[src/rtl/port_deserializer.sv]
// rtl/port_deserializer.sv - per-port serial-to-word assembler with one-word buffers and a round-robin tagged output.
// Optional PARTIAL_FLUSH_EN: deliver left-justified partial words at frame end and add out_len.
module port_deserializer #(
    parameter int PW   = 2,
    parameter int WORD = 8,
    localparam int NPORTS = 2**PW,
    localparam int LW     = $clog2(WORD+1)
) (
    input  logic              clk,
    input  logic              rst,
    input  logic              clkEn,
    input  logic              SerOut,
    input  logic              SerOutValid,
    input  logic [PW-1:0]     Port,
    input  logic              Done,
    input  logic              out_ready,
    input  logic              err_clr,
    output logic              out_valid,
    output logic [WORD-1:0]   out_data,
    output logic [PW-1:0]     out_port,
    output logic [NPORTS-1:0] err
`ifdef PARTIAL_FLUSH_EN
    ,
    output logic [LW-1:0]     out_len
`endif
);
    localparam int CW = $clog2(WORD);

    logic [WORD-1:0]   acc_q  [NPORTS];
    logic [WORD-1:0]   acc_d  [NPORTS];
    logic [CW-1:0]     cnt_q  [NPORTS];
    logic [CW-1:0]     cnt_d  [NPORTS];
    logic [WORD-1:0]   hold_q [NPORTS];
    logic [WORD-1:0]   hold_d [NPORTS];
    logic [NPORTS-1:0] pend_q, pend_d;
    logic              out_valid_q, out_valid_d;
    logic [WORD-1:0]   out_data_q, out_data_d;
    logic [PW-1:0]     out_port_q, out_port_d;
    logic [PW-1:0]     rr_q, rr_d;
    logic [PW-1:0]     last_port_q, last_port_d;
    logic              done_q, done_d;
    logic [NPORTS-1:0] err_q, err_d;

    logic              load_en;
    logic              sel_found;
    logic [PW-1:0]     sel;
    logic [PW-1:0]     idx;
    logic [WORD-1:0]   shifted;
    logic              offer;
    logic [PW-1:0]     offer_port;
    logic [WORD-1:0]   offer_word;
    logic [PW-1:0]     fp;

`ifdef PARTIAL_FLUSH_EN
    logic [LW-1:0]     hold_len_q [NPORTS];
    logic [LW-1:0]     hold_len_d [NPORTS];
    logic [LW-1:0]     out_len_q, out_len_d;
    logic [LW-1:0]     offer_len;
    int                flush_sh;
`endif

    always_comb begin
        acc_d       = acc_q;
        cnt_d       = cnt_q;
        hold_d      = hold_q;
        pend_d      = pend_q;
        out_valid_d = out_valid_q;
        out_data_d  = out_data_q;
        out_port_d  = out_port_q;
        rr_d        = rr_q;
        last_port_d = last_port_q;
        done_d      = Done;
        err_d       = err_clr ? '0 : err_q;
        load_en     = !out_valid_q || out_ready;
        sel_found   = 1'b0;
        sel         = '0;
        idx         = '0;
        shifted     = '0;
        offer       = 1'b0;
        offer_port  = Port;
        offer_word  = '0;
        fp          = '0;
`ifdef PARTIAL_FLUSH_EN
        hold_len_d  = hold_len_q;
        out_len_d   = out_len_q;
        offer_len   = LW'(WORD);
        flush_sh    = 0;
`endif

        // Round-robin pick among ports that were pending before this edge.
        for (int i = 0; i < NPORTS; i++) begin
            idx = rr_q + PW'(i);
            if (!sel_found && pend_q[idx]) begin
                sel_found = 1'b1;
                sel       = idx;
            end
        end

        if (load_en) begin
            out_valid_d = sel_found;
            if (sel_found) begin
                out_data_d  = hold_q[sel];
                out_port_d  = sel;
                pend_d[sel] = 1'b0;
                rr_d        = sel + PW'(1);
`ifdef PARTIAL_FLUSH_EN
                out_len_d   = hold_len_q[sel];
`endif
            end
        end

        if (SerOutValid) begin
            shifted     = {acc_q[Port][WORD-2:0], SerOut};
            acc_d[Port] = shifted;
            last_port_d = Port;
            if (cnt_q[Port] == CW'(WORD-1)) begin
                cnt_d[Port] = '0;
                offer       = 1'b1;
                offer_word  = shifted;
            end else begin
                cnt_d[Port] = cnt_q[Port] + CW'(1);
            end
        end

        // Frame end acts on the post-capture view, so a coincident bit is included.
        if (Done && !done_q) begin
            fp = last_port_d;
`ifdef PARTIAL_FLUSH_EN
            if (cnt_d[fp] != '0) begin
                flush_sh   = WORD - int'(cnt_d[fp]);
                offer      = 1'b1;
                offer_port = fp;
                offer_word = acc_d[fp] << flush_sh;
                offer_len  = LW'(cnt_d[fp]);
            end
`endif
            cnt_d[fp] = '0;
            acc_d[fp] = '0;
        end

        if (offer) begin
            if (!pend_q[offer_port] || (load_en && sel_found && sel == offer_port)) begin
                hold_d[offer_port] = offer_word;
                pend_d[offer_port] = 1'b1;
`ifdef PARTIAL_FLUSH_EN
                hold_len_d[offer_port] = offer_len;
`endif
            end else begin
                err_d[offer_port] = 1'b1;
            end
        end
    end

    always_ff @(posedge clk) begin
        if (rst) begin
            for (int i = 0; i < NPORTS; i++) begin
                acc_q[i]  <= '0;
                cnt_q[i]  <= '0;
                hold_q[i] <= '0;
`ifdef PARTIAL_FLUSH_EN
                hold_len_q[i] <= '0;
`endif
            end
            pend_q      <= '0;
            out_valid_q <= 1'b0;
            out_data_q  <= '0;
            out_port_q  <= '0;
            rr_q        <= '0;
            last_port_q <= '0;
            done_q      <= 1'b0;
            err_q       <= '0;
`ifdef PARTIAL_FLUSH_EN
            out_len_q   <= '0;
`endif
        end else if (clkEn) begin
            acc_q       <= acc_d;
            cnt_q       <= cnt_d;
            hold_q      <= hold_d;
            pend_q      <= pend_d;
            out_valid_q <= out_valid_d;
            out_data_q  <= out_data_d;
            out_port_q  <= out_port_d;
            rr_q        <= rr_d;
            last_port_q <= last_port_d;
            done_q      <= done_d;
            err_q       <= err_d;
`ifdef PARTIAL_FLUSH_EN
            hold_len_q  <= hold_len_d;
            out_len_q   <= out_len_d;
`endif
        end
    end

    assign out_valid = out_valid_q;
    assign out_data  = out_data_q;
    assign out_port  = out_port_q;
    assign err       = err_q;
`ifdef PARTIAL_FLUSH_EN
    assign out_len   = out_len_q;
`endif

endmodule
[config.mk]
export PLATFORM = sky130hd
export DESIGN_NAME = port_deserializer
export DESIGN_NICKNAME = d
export VERILOG_FILES = /design/src/rtl/port_deserializer.sv
export SDC_FILE = /design/constraint.sdc
export NUM_CORES = 1
export LEC_CHECK = 0
export BUFFER_PORTS_ARGS = -buffer_cell sky130_fd_sc_hd__buf_2
export CORE_ASPECT_RATIO = 1.1
export CORE_MARGIN = 2
export CORE_UTILIZATION = 60
export DETAILED_ROUTE_END_ITERATION = 6
export PLACE_DENSITY_LB_ADDON = 0.15
export SLEW_MARGIN = 20
export SYNTH_ARGS = -nofsm -noshare
export SYNTH_HDL_FRONTEND = slang
export SYNTH_SLANG_ARGS = --single-unit
[constraint.sdc]
create_clock -name clk -period 3.3 [get_ports clk]
set_input_delay 0.33 -clock clk [delete_from_list [all_inputs] [get_ports clk]]
set_output_delay 0.33 -clock clk [all_outputs]
set_load 0.1 [all_outputs]
==> results.cfg, run 1 <==
[power_and_ir_drop]
peakVddDrop_v = 0.000415
p_per_area_nw_per_um2 = 470
power.share.sequential = 0.539
switching_share = 0.231
finalPower_mw = 2.17
p_int_mw = 1.67
power_leakage_nw = 1.66
p_sw_mw = 0.501
combPwrFrac = 0.049
p_clk_frac = 0.412

[cells_and_area]
layout_common_cells = nand2_1 (110), dfxtp_1 (96), a21oi_1 (66)
nets = 482
area_delta_synth_final_pct = 9.82
drive_gt1_frac = 0.171
final_common_cell = nand2_1
diodes = 0

[global_route]
grt_max_degree = 25
grt_usage = 0.266
grt-ovfl-total = 0
grt_pass1_vias = 3244
antenna_found_initial = 0
grt_pass1_wl_mm = 16.0

[sta]
worst_pin_slew_ns = 0.900
tns_ns = 0
timing.final.ws_setup_ns = 0.983
fin_skew_ns = 0.0117
timing.fmax_ghz = 0.432
slew_viol_final = 0
period_minus_slack_ns = 2.32
hold_viol = 0
relSlewSlack = 0.398
period_share = 0.702
setup-violations-final = 0
rsz0062_at_grt = no

[clock_network]
cts.hold.buffers_added = 0
tritoncts = built
cts_root_buf = clkbuf_8
post_cts.repair.setup_buffers = 0
cts-resized-gates = 0
path_clk_slew_ns = 0.09
insertion_delay_ns = 0.38
h-tree-depth = 3
cts.sinks = 96
cts_inserted_buffers = 9
clock_path_buffers = 2

[detailed_routing]
drc = 0
wire_per_inst_um = 17.3
viasPerCell = 6.07
wl_mm = 9.70
drt_pass1_iterations = 5
drtIter0Drc = 171
via_count = 3399
drtAntennaViolNets = 0

[place]
hpwl_mm = 6.54
gp_congestion = 0.784
port_buffers = 24
post-place-ws_ns = 0.685

[yosys]
synth_top_area_share = 0.457
yosysUniqueCellTypes = 46
ys_warn_count = 0
ys_seq_area_frac = 0.457
synthCells = 454
post_synth.cell_area_avg_um2 = 9.27
netlist_area_um2 = 4210
syn_nets = 466
ys_ff_latch = 96
yosys.area.top_type = dfxtp_1
netlist_top_cells_area = dfxtp_1 (46%), nand2_1 (9.8%), a21oi_1 (7.9%)

[critical_path]
setup.worst_path.start_class = register
cp_max_fo = 22
critPathArrivalTime_ns = 2.58
critPathRequiredTime_ns = 3.57
path_class = register to register
end_kind = register
reg2reg_setup_slack_ns = 0.98

[die]
start_util = 0.611
ioPinCount = 25
core_area_um2 = 6890
num_rows = 32
die_area_um2 = 7700
die_x_um = 83.8
die_h_um = 91.8

[hold_path]
hp-class = primary input to register

[flow_run]
max_cap_viol_count = 0

[run_status]
status = finished clean
[cell families after synthesis]
family                   synth area share
multiplexers                        0.106
AO/OA/AOI/OAI                       0.208
AND/OR/NAND/NOR                     0.178
flip-flops                          0.457
XOR/XNOR                          0.00982
buffers and inverters              0.0345
adder cells (fa/ha/maj)           0.00595
[registers in the layout, indices dropped and copies added (netlist names)]
| signal | flops |
|---|---|
| acc_q | 28 |
| cnt_q | 12 |
| done_q | 1 |
| err | 4 |
| hold_q | 32 |
| last_port_q | 2 |
| out_data | 8 |
| out_port | 2 |
| out_valid | 1 |
| pend_q | 4 |
| rr_q | 2 |
[area by class of cell]
class | count | area, um^2
inverter | 4 | 15.0
fill | 577 | 2270
clock inverter | 5 | 85.1
clock buffer | 11 | 151
multi-input combinational | 325 | 2140
timing repair buffer | 34 | 195
sequential | 96 | 1920
tap | 85 | 106
[final timing paths]
path,end,cells after the start,from
hold / removal,done_q,3,Done
setup / recovery,hold_q[1],8,pend_q[3]
hold reg to reg,out_data[7],2,out_data[7]
setup reg to reg,hold_q[1],8,pend_q[3]
[critical path, stage by stage (launching register included)]
cell     delay [ns]
dfxtp_1        0.45
nor2b_1        0.07
nor3b_1        0.23
o22ai_2        0.11
buf_4          0.22
xor2_2         0.19
a31oi_4        0.51
nor3_4         0.14
a22o_1         0.26
[through the flow]
| step | area [um^2] | std cells | hold WS (ns) | util |
|---|---|---|---|---|
| 5_1_grt | 4620 | 560 | 0.244 | 0.671 |
| 4_1_cts | 4620 | 560 | 0.218 | 0.671 |
| 6_report | 4620 | 560 | 0.212 | 0.671 |
| 3_5_place_dp | 4380 | 544 | 0.443 | 0.636 |
| 3_3_place_gp | 4380 | 544 | 0.439 | 0.636 |
| 2_1_floorplan | 4210 | 454 | 0.433 | - |
[synthesized netlist by cell type (all sizes together)]
master	n
nor4	1
mux4	10
a31oi	5
or3	2
xor2	2
a32o	5
a211oi	1
a31o	1
ha	2
nand3	5
nor3b	3
a32oi	2
clkbuf	16
o211ai	8
and2	1
o22ai	1
a2bb2oi	1
nand2	110
nor2	19
xnor2	1
o31ai	1
dfxtp	96
nor2b	8
buf	13
inv	4
mux2i	12
a22o	24
mux2	9
o21ai	9
nand2b	2
nor3	6
nand4	8
a21oi	66
[layer usage]
metal | vias up | wire (um) | global-route usage
met1 | 1608 | 4210 | 0.341
met5 | - | 0 | 0
met4 | 0 | 327 | 0.141
met2 | 112 | 4600 | 0.425
li1 | 1649 | - | -
met3 | 30 | 568 | 0.0531
[power by group through the flow]
stage | clock, mW | sequential (mW) | combinational (mW)
final | 0.893 | 1.17 | 0.107
after global routing | 0.944 | 1.17 | 0.117
after CTS | 0.899 | 1.17 | 0.107
after detailed placement | 0 | 1.20 | 0.106
after global placement | 0 | 1.20 | 0.105
after floorplan | 0 | 1.20 | 0.0745
(Power assumes the default switching activity.)
==> run 2, diff against run 1 <==
- CORE_UTILIZATION: 60 -> 54
- clock period: 3.3 -> 1.9 ns (I/O delays scaled with it)
==> run 2 against run 1 <==
Effect of this change: the run now ends with setup timing left; sequential share of layout area down 3.4 points; worst setup slack worse by 1.0 ns; first-iteration DRC count down 18%; critical path depth unchanged; die area up 11%.
==> results.cfg, run 2 (synthesis results as in run 1) <==
[run_status]
status = finished, violations left
violations = setup timing

[critical_path]
end_kind = register
critPathRequiredTime_ns = 2.17
reg2reg_setup_slack_ns = -0.05
path_class = register to register
setup.worst_path.start_class = register
critPathArrivalTime_ns = 2.22
cp_max_fo = 7
reg2reg_to = hold_q[15]
reg2reg_depth = 8
reg2reg_from = cnt_q[0]

[sta]
worst_pin_slew_ns = 0.821
setup-violations-final = 11
period_share = 1.03
fin_hold_ws_ns = 0.0858
fin_skew_ns = 0.0109
hold_viol = 0
timing.final.ws_setup_ns = -0.0515
slew_viol_final = 0
period_minus_slack_ns = 1.95
relSlewSlack = 0.451
timing.fmax_ghz = 0.512
rsz0062_at_grt = yes

[clock_network]
cts_inserted_buffers = 9
cts_root_buf = clkbuf_8
path_clk_slew_ns = 0.10
tritoncts = built
cts.sinks = 96
h-tree-depth = 3
clock_path_buffers = 2
insertion_delay_ns = 0.37

[cells_and_area]
drive_gt1_frac = 0.271
area_delta_synth_final_pct = 20.4
largest_register_ffs = 32
top_register = hold_q
layout_common_cells = nand2_1 (107), dfxtp_1 (89), a21oi_1 (65)
nets = 513
finish.utilization = 0.674
diodes = 0
final_common_cell = nand2_1
reg_top3 = hold_q x32, acc_q x28, cnt_q x12
final_cells = 611

[detailed_routing]
viasPerCell = 5.64
drc = 0
via_count = 3448
drtIter0Drc = 141
drt_pass1_iterations = 5
drtAntennaViolNets = 0
wl_mm = 9.97
wire_per_inst_um = 16.3

[place]
placed_cells = 591
post-place-ws_ns = -0.169
hpwl_mm = 7.03
gp_congestion = 0.841
port_buffers = 24

[global_route]
grt-ovfl-total = 0
grt_pass1_wl_mm = 16.6
grt_usage = 0.256
antenna_found_initial = 0
grt_pass1_vias = 3455
grt_max_degree = 28

[power_and_ir_drop]
power_leakage_nw = 1.85
peakVddDrop_v = 0.000405
p_per_area_nw_per_um2 = 707

[flow_run]
max_cap_viol_count = 0

[die]
num_rows = 33
die_area_um2 = 8510
start_util = 0.560
ioPinCount = 25
die_x_um = 88.2
die_h_um = 96.6
core_area_um2 = 7510

[hold_path]
hold_path_startpoint = out_ready
hp-class = primary input to register
hold_path_depth = 4
holdPathEnd = out_valid
run 2: cell count changes in the layout (fill, tap and decap cells not counted), sizes merged:
cell	delta
buf	+31
clkinvlp	+2
clkinv	+2
bufinv	-1
inv	-1
clkbuf	-2
run 2: worst max path at each step:
stage	start	end	slack [ns]	cells past startpoint
floorplan	Port[0]	hold_q[18]	-0.21	10
global placement	Port[0]	cnt_q[9]	-0.07	8
detailed placement	pend_q[0]	hold_q[28]	-0.17	8
CTS	cnt_q[0]	hold_q[15]	-0.03	8
global route	pend_q[1]	out_data[4]	-0.11	7
finish	cnt_q[0]	hold_q[15]	-0.05	8
run 2: worst max-delay path, stage by stage (launching register included):
cell and delay [ns]:
dfxtp_2 0.33, mux4_2 0.52, ha_4 0.19, ha_4 0.17, nor2b_4 0.13, nand2_4 0.13
nor3_4 0.06, buf_6 0.13, a22o_1 0.18
run 2: power breakdown:
group	switching, mW	internal (mW)	leakage, nW	total (mW)
combinational	0.143	0.0713	0.983	0.214
sequential	0.00739	2.02	0.778	2.03
clock	0.729	0.608	0.0916	1.34
total	0.879	2.70	1.85	3.58
run 2: repair_timing:
action | in CTS | in global routing
endpoints found under the setup margin | 39 | 50
cloned | 0 | 0
pin swaps | 9 | 13
buffers inserted | 4 | 0
hold buffers | 0 | 0
resized for setup | 11 | 23
run 2: final cells by class:
| class | count | area, um^2 |
|---|---|---|
| clock inverter | 7 | 71.3 |
| clock buffer | 9 | 124 |
| timing repair buffer | 65 | 489 |
| multi-input combinational | 325 | 2300 |
| inverter | 4 | 15.0 |
| fill | 601 | 2450 |
| tap | 105 | 131 |
| sequential | 96 | 1940 |
run 2: layer usage:
metal  vias up  wire length, um  global-route usage
li1       1713                -                   -
met1      1665             4300               0.311
met2        53             5210               0.453
met3        17              259              0.0323
met4         0              193               0.111
met5         -                0                   0
run 2: stage by stage:
stage               instance area (um^2)  power, mW  TNS, ns
CTS                                 4970       3.60   -0.213
global route                        5060       3.70    -2.40
floorplan                           4290       2.21    -5.06
global placement                    4680       2.28    -1.66
detailed placement                  4680       2.29    -4.52
finish                              5060       3.58   -0.392
==> run 3, diff against run 2 <==
- CORE_UTILIZATION: 54 -> 60
- clock period: 1.9 -> 2.35 ns (I/O delays scaled with it)
==> run 3 against run 2 <==
Effect of this change: the flow now finishes without violations; critical path type unchanged; die area down 9.6%; count of clock-buffer cells in the layout grew 2; final area fell by 8.2%; final cell count decreased by 6.5%; routed wire length decreased by 1.2%; critical path depth shrank 1; sequential power is 19% lower; worst setup slack improved by 0.23 ns; global-route usage grew 1.8 points.
==> results.cfg, run 3 (synthesis results as in run 1) <==
[run_status]
status = finished clean

[sta]
slew_viol_final = 0
timing.final.ws_setup_ns = 0.181
hold_viol = 0
period_share = 0.923
fin_skew_ns = 0.00515
rsz0062_at_grt = no
period_minus_slack_ns = 2.17
setup-violations-final = 0
timing.fmax_ghz = 0.461
tns_ns = 0
relSlewSlack = 0.577
worst_pin_slew_ns = 0.634

[die]
ioPinCount = 25
num_rows = 32
start_util = 0.611
die_x_um = 83.8
die_h_um = 91.8
die_area_um2 = 7700
core_area_um2 = 6890

[detailed_routing]
drtIter0Drc = 126
drtAntennaViolNets = 0
drt_pass1_iterations = 5
viasPerCell = 6.00
wl_mm = 9.85
via_count = 3425
wire_per_inst_um = 17.3
drc = 0

[clock_network]
h-tree-depth = 3
path_clk_slew_ns = 0.09
tritoncts = built
clock_path_buffers = 2
cts_root_buf = clkbuf_8
cts_inserted_buffers = 9
insertion_delay_ns = 0.35
cts-resized-gates = 0
post_cts.repair.setup_buffers = 0
cts.hold.buffers_added = 0
cts.sinks = 96

[critical_path]
slowest_delay_ns = 0.53
end_kind = register
critPathBufInv = 0
critPathArrivalTime_ns = 2.42
crit_chain = nor2b_1 -> nor3b_1 -> o22ai_2 -> xor2_2 -> a31oi_4 -> nor3_4 -> a22o_1
cp_max_fo = 15
path_class = register to register
reg2reg_depth = 7
crit_slowest_cell = a31oi_4
crit_cells = 7
critPathRequiredTime_ns = 2.60
cp_top_family = compound AO/OA/AOI/OAI gates
setup.worst_path.start_class = register

[place]
placed_cells = 557
hpwl_mm = 6.94
gp_congestion = 0.859
port_buffers = 24
post-place-ws_ns = 0.150

[cells_and_area]
top_register = hold_q
drive_gt1_frac = 0.191
reg_top3 = hold_q x32, acc_q x28, cnt_q x12
area_delta_synth_final_pct = 10.6
fillers = 571
largest_register_ffs = 32
final_common_cell = nand2_1
layout_common_cells = nand2_1 (109), dfxtp_1 (96), a21oi_1 (66)
final_cells = 571
nets = 495
diodes = 0

[global_route]
grt_usage = 0.274
grt_pass1_wl_mm = 16.6
grt-ovfl-total = 0
grt_max_degree = 29
grt_pass1_vias = 3351
antenna_found_initial = 0

[hold_path]
hp-class = primary input to register
hold_path_depth = 3

[power_and_ir_drop]
p_per_area_nw_per_um2 = 590
peakVddDrop_v = 0.000716
power_leakage_nw = 1.70

[flow_run]
max_cap_viol_count = 0
==> run 3: path summary, 6_finish.rpt <==
| kind | start | endpoint | slack, ns |
|---|---|---|---|
| setup / recovery | pend_q[3] | hold_q[3] | 0.18 |
| hold / removal | Done | done_q | 0.15 |
| setup reg to reg | pend_q[3] | hold_q[3] | 0.18 |
| hold reg to reg | out_data[1] | out_data[1] | 0.45 |
==> run 3: stage by stage <==
step	power, mW	hold slack (ns)	instance area (um^2)	util
finish	2.75	0.150	4650	0.676
global route	2.84	0.174	4650	0.676
CTS	2.76	0.154	4650	0.676
detailed placement	1.85	0.444	4490	0.652
global placement	1.85	0.439	4490	0.652
floorplan	1.79	0.371	4230	-
==> run 3: worst reg2reg max path, stage by stage (launching register included) <==
cell and delay [ns]:
dfxtp_1 0.46, nor2b_1 0.08, nor3b_1 0.23, o22ai_2 0.15
xor2_2 0.19, a31oi_4 0.53, nor3_4 0.16, a22o_1 0.27
==> run 3: where the power goes <==
part | switching (mW) | internal (mW)
sequential | 0.00620 | 1.64
combinational | 0.113 | 0.0553
clock | 0.534 | 0.401
total | 0.653 | 2.09
==> run 3: layout make-up <==
cell class,count,area [um^2],share of cell area
Clock inverter,3,20.0,0.00430
Inverter,4,15.0,0.00323
Tap cell,85,106,0.0229
Multi-Input combinational cell,325,2150,0.463
Timing Repair Buffer,47,293,0.0629
Clock buffer,11,141,0.0304
Sequential cell,96,1920,0.413
==> run 3: metal layers <==
| layer | GRT usage | share of wire | vias up |
|---|---|---|---|
| li1 | - | - | 1676 |
| met2 | 0.461 | 0.50 | 90 |
| met1 | 0.355 | 0.43 | 1645 |
| met5 | 0 | 0 | - |
| met3 | 0.0405 | 0.049 | 14 |
| met4 | 0.108 | 0.019 | 0 |
